File: config.mk
export PLATFORM = sky130hd
export DESIGN_NAME = baverage_win
export DESIGN_NICKNAME = d
export VERILOG_FILES = /design/src/rtl/baverage_win.sv
export SDC_FILE = /design/constraint.sdc
export NUM_CORES = 1
export LEC_CHECK = 0
export ABC_AREA = 1
export BUFFER_PORTS_ARGS = -buffer_cell sky130_fd_sc_hd__buf_2
export CORE_MARGIN = 3
export CORE_UTILIZATION = 51
export DETAILED_ROUTE_END_ITERATION = 10
export PLACE_DENSITY = 0.74
export SLEW_MARGIN = 20
export SYNTH_ARGS = -nofsm -noshare
export SYNTH_HDL_FRONTEND = slang
export SYNTH_SLANG_ARGS = --single-unit
File: constraint.sdc
create_clock -name clk -period 2.15 [get_ports clk]
set_input_delay 0.3225 -clock clk [delete_from_list [all_inputs] [get_ports clk]]
set_output_delay 0.3225 -clock clk [all_outputs]
set_load 0.01 [all_outputs]
File: src/rtl/baverage_win.sv
`default_nettype none
// ============================================================================
//  Module      : baverage_win
//  Description : Sliding-window averager with a hysteretic threshold flag.
//                Qualified W-bit unsigned samples enter a DEPTH-entry ring
//                buffer. A running sum of the window gives a floor average,
//                and a registered flag y is driven from that average with
//                separate set/clear thresholds.
//  Ports       : clk      - rising-edge clock
//                rst      - asynchronous reset, active low
//                x        - sample data (W bits)
//                in_valid - x accepted on this rising edge when high
//                clear    - synchronous window flush (wins over in_valid)
//                avg      - floor(sum / DEPTH)
//                sum      - running sum of the window (W+log2(DEPTH) bits)
//                full     - window holds DEPTH samples
//                y        - hysteretic "average high" flag
//  Revision    : 1.0 - initial release
// ============================================================================
module baverage_win #(
   parameter int W         = 2,
   parameter int DEPTH     = 4,
   parameter int THRESH_HI = 1,
   parameter int THRESH_LO = 1
) (
   input  logic                          clk,
   input  logic                          rst,
   input  logic [W-1:0]                  x,
   input  logic                          in_valid,
   input  logic                          clear,
   output logic [W-1:0]                  avg,
   output logic [W+$clog2(DEPTH)-1:0]    sum,
   output logic                          full,
   output logic                          y
);

   localparam int LG = $clog2(DEPTH);
   localparam int SW = W + LG;

   localparam logic [W-1:0]  c_thresh_hi = THRESH_HI[W-1:0];
   localparam logic [W-1:0]  c_thresh_lo = THRESH_LO[W-1:0];
   localparam logic [LG:0]   c_depth     = (LG+1)'(DEPTH);
   localparam logic [LG:0]   c_depth_m1  = (LG+1)'(DEPTH - 1);

   typedef enum logic [1:0] {
      S_EMPTY   = 2'd0,
      S_FILLING = 2'd1,
      S_FULL    = 2'd2
   } fill_state_t;

   fill_state_t         r_state;
   fill_state_t         w_state_nxt;

   logic [W-1:0]        r_buf [DEPTH];
   logic [LG-1:0]       r_wr_ptr;
   logic [LG:0]         r_count;
   logic [SW-1:0]       r_sum;
   logic                r_y;

   logic                w_accept;
   logic [SW-1:0]       w_sum_nxt;
   logic [W-1:0]        w_avg_nxt;
   logic                w_y_nxt;

   assign w_accept  = in_valid & ~clear;

   // The oldest entry is subtracted before the new sample overwrites it.
   // While filling it is still zero from the last flush, so the same
   // expression serves both phases. No underflow is possible because every
   // stored entry is already part of r_sum.
   assign w_sum_nxt = r_sum + SW'(x) - SW'(r_buf[r_wr_ptr]);
   assign w_avg_nxt = W'(w_sum_nxt >> LG);

   // Fill state machine: state register
   always_ff @(posedge clk or negedge rst) begin
      if (!rst) begin
         r_state <= S_EMPTY;
      end else begin
         r_state <= w_state_nxt;
      end
   end

   // Fill state machine: next state and flag decision
   always_comb begin
      w_state_nxt = r_state;
      w_y_nxt     = 1'b0;
      if (clear) begin
         w_state_nxt = S_EMPTY;
      end else if (in_valid) begin
         case (r_state)
            S_EMPTY:   w_state_nxt = S_FILLING;
            S_FILLING: w_state_nxt = (r_count == c_depth_m1) ? S_FULL : S_FILLING;
            S_FULL:    w_state_nxt = S_FULL;
            default:   w_state_nxt = S_EMPTY;
         endcase
      end
      // Flag is judged against the post-edge window, so it moves together
      // with full and avg rather than one cycle behind them.
      if (w_state_nxt == S_FULL) begin
         if (r_y) begin
            w_y_nxt = !(w_avg_nxt < c_thresh_lo);
         end else begin
            w_y_nxt = (w_avg_nxt >= c_thresh_hi);
         end
      end
   end

   // Datapath: ring buffer, pointer, fill count, running sum and flag
   always_ff @(posedge clk or negedge rst) begin
      if (!rst) begin
         for (int i = 0; i < DEPTH; i++) begin
            r_buf[i] <= '0;
         end
         r_wr_ptr <= '0;
         r_count  <= '0;
         r_sum    <= '0;
         r_y      <= 1'b0;
      end else if (clear) begin
         for (int i = 0; i < DEPTH; i++) begin
            r_buf[i] <= '0;
         end
         r_wr_ptr <= '0;
         r_count  <= '0;
         r_sum    <= '0;
         r_y      <= 1'b0;
      end else if (w_accept) begin
         r_buf[r_wr_ptr] <= x;
         // DEPTH is a power of two, so natural overflow gives the wrap.
         r_wr_ptr        <= r_wr_ptr + 1'b1;
         if (r_count != c_depth) begin
            r_count <= r_count + 1'b1;
         end
         r_sum           <= w_sum_nxt;
         r_y             <= w_y_nxt;
      end
   end

   assign sum  = r_sum;
   assign avg  = W'(r_sum >> LG);
   assign full = (r_state == S_FULL);
   assign y    = r_y;

endmodule
`default_nettype wire

==> run_results.csv <==
group,metric,value,unit
critical_path,cp_max_fo,6,
timing,slew_headroom,0.696,
pwr,switchingPower,0.397,mW
timing,fin_worst_skew,0.00321,ns
hold_path,hold_depth,2,
critical_path,r2r_start,"r_wr_ptr[0]",
critical_path,crit_arrival,2.37,ns
timing,drv_slew,0,
global_routing,grt_max_degree,21,
placed_design,dp.cells,177,
flow_run,drv_cap,0,
cells_and_area,nNetsFinal,175,
yosys,synth_compound_area_frac,0.147,
yosys,synth_top_family_by_area,"simple AND/OR/NAND/NOR gates",
critical_path,r2r_end,"y",
pwr,pwr-share-clk,0.170,
yosys,yosys.area_share.simple,0.181,
cells_and_area,drive_gt1_frac,0.292,
global_routing,grt_pass1_wl,3.91,mm
cts,cts_num_sinks,20,
yosys,synth_flop_cell,"dfrtp_1",
timing,hold_viol,0,
global_routing,overflow,0,
routing,wl_per_cell,13.6,microns
floorplanning,fp-row-count,17,
cts,worst_skew_pair.late_latency,0.30,ns
global_routing,antenna_found_initial,0,
timing,worst_pin_slew,0.456,ns
cells_and_area,synthToLayoutAreaGrowth,16.3,%
timing,setup_slack,-0.0158,ns
critical_path,end_kind,"flop",
hold_path,min_path_type,"input pin to flop",
yosys,async_flop_share,1.00,
pwr,p_leak,0.701,nW
placed_design,place_congestion,0.793,
yosys,synth_xor_area_frac,0.00724,
routing,first_iter_violations,12,
critical_path,required,2.35,ns
routing,detail-route-antenna-nets,0,
cts,cts_max_level,1,
critical_path,worst_r2r_path_depth,10,
routing,vias,993,
yosys,synth_seq_cells,20,
timing,max_freq,462,MHz
yosys,avgSynthCellArea,8.83,sq um
yosys,synth_area,1210,sq um
pwr,seq_power_share,0.415,
run_status,status,"complete, but fails checks",
timing,fin_hold_ws,0.266,ns
timing,fin_crit,2.17,ns
pwr,power_density,755,nW/um^2
run_status,violations,"negative setup slack",
hold_path,hold_end,"r_state[1]",
placed_design,portBuffers,13,
yosys,netlist-cell-type-count,24,
routing,firstDrtPassIters,4,
critical_path,worstSetupStartpointType,"flop",
placed_design,post-place-ws,-0.0606,ns
pwr,p_int,0.666,mW
timing,setup_violations,1,
pwr,swShare,0.373,
critical_path,regToRegSetupSlack,-0.02,ns
hold_path,hp-start,"clear",
cts,root_buffer,"clkbuf_4",
cells_and_area,layout_commonest_cell,"nand2_1",
cells_and_area,antenna_cells,0,
floorplanning,die_w,54.7,microns
yosys,synth_adder_area_share,0.147,
routing,routed_wl,2.47,mm
pwr,vdd_drop_max,441,uV
yosys,yosysSeqAreaShare,0.414,
critical_path,crit_type,"flop to flop",
cts,clkSlewWorstSetupHoldPaths,0.11,ns
routing,via_per_inst,5.46,
global_routing,grt_usage,0.181,
cells_and_area,final_cell_mix,"nand2_1 (23), dfrtp_1 (19), inv_1 (18), buf_2 (13), nand3_1 (11)",
yosys,synth_warnings,0,
timing,rsz0062_at_grt,"yes",
yosys,syn_nets,156,
yosys,synth_mux_area_frac,0,
yosys,synth-edff-count,0,
routing,drcViolationCount,0,
pwr,combPwrFrac,0.414,
floorplanning,die_h,54.7,microns
cts,tritoncts,"yes",
pwr,fin_total_pwr,1.06,mW
global_routing,grt_pass1_vias,972,
floorplanning,start_util,0.542,
timing,min_period_over_period,1.01,
cts,numCtsBuffers,3,
floorplanning,num_io_pins,14,
cells_and_area,finalNonFillerCells,182,
cells_and_area,fill_cells,183,
floorplanning,dieArea,2990,sq um
placed_design,dp_hpwl,1.73,mm
floorplanning,core_area,2230,sq um
cts,clockBufferDepth,2,
yosys,postSynthCellCount,137,
[power groups by stage]
stage / Combinational (mW) / Sequential, mW / Clock [mW]
detailed placement: 0.395 / 0.446 / 0
CTS: 0.402 / 0.439 / 0.187
global placement: 0.382 / 0.443 / 0
finish: 0.440 / 0.441 / 0.181
global route: 0.503 / 0.449 / 0.199
floorplan: 0.301 / 0.453 / 0
[how the worst max path moves through the flow]
stage | end | start | slack, ns
after floorplan | y | r_wr_ptr[0] | 0.03
after global placement | y | r_wr_ptr[0] | -0.003
after detailed placement | y | r_wr_ptr[0] | -0.06
after CTS | y | r_wr_ptr[0] | 0.007
after global routing | y | r_wr_ptr[0] | -0.14
final | y | r_wr_ptr[0] | -0.02
[cell type report]
class,instances,area (sq um),share of cell area
Clock buffer,3,22.5,0.0160
Sequential cell,20,502,0.356
Timing Repair Buffer,18,109,0.0773
Inverter,23,91.3,0.0649
Multi-Input combinational cell,90,648,0.460
Tap cell,28,35.0,0.0249
[state kept, by name (all words and copies together), names as in the netlist]
register  flops
r_buf         8
sum           4
r_count       3
r_state       2
r_wr_ptr      2
y             1
[cells in the mapped netlist (2+ instances only)]
cell / instances / area (sq um)
dfrtp_1: 20 / 500
buf_6: 2 / 22.5
nand3_1: 12 / 60.1
ha_1: 11 / 138
nand2_1: 23 / 86.3
o22ai_1: 3 / 18.8
a21oi_1: 2 / 10.0
buf_4: 2 / 15.0
nand2_4: 2 / 22.5
fa_1: 2 / 40.0
o21ai_0: 12 / 60.1
inv_1: 21 / 78.8
nor2_1: 7 / 26.3
o21ai_1: 8 / 40.0
[timing repair]
item | in CTS | in global routing
resized for setup | 2 | 18
pin swaps | 1 | 8
endpoints found under the hold margin | 20 | 0
endpoints found under the setup margin | 1 | 3
setup buffers | 1 | 0
hold buffers | 1 | 0
[metrics by stage]
step / TNS [ns] / area (sq um) / utilization
floorplan: 0 / 1220 / -
global placement: -0.00251 / 1310 / 0.584
detailed placement: -0.0606 / 1310 / 0.584
CTS: 0 / 1350 / 0.603
global route: -0.248 / 1410 / 0.630
finish: -0.0158 / 1410 / 0.630
[logic make-up after synthesis]
family | after synthesis
adder cells (fa/ha/maj) | 13
XOR/XNOR | 1
buffers and inverters | 27
AND/OR/NAND/NOR | 47
AO/OA/AOI/OAI | 29
flip-flops | 20
[layer usage]
layer,global-route usage,up-vias,share of wire
met4,0.0788,0,0.036
met5,0,-,0
li1,-,478,-
met2,0.331,27,0.50
met3,0.0272,10,0.038
met1,0.205,478,0.42
[worst max-delay path, cell delays in order (launching register included)]
cell	delay, ns
dfrtp_2	0.47
inv_4	0.07
o21ai_2	0.15
o22ai_2	0.10
fa_1	0.50
inv_2	0.05
fa_2	0.35
xnor2_2	0.19
nand3_1	0.09
nand2_1	0.06
nand2_1	0.05
No activity file was read; power rests on OpenSTA's default activity.
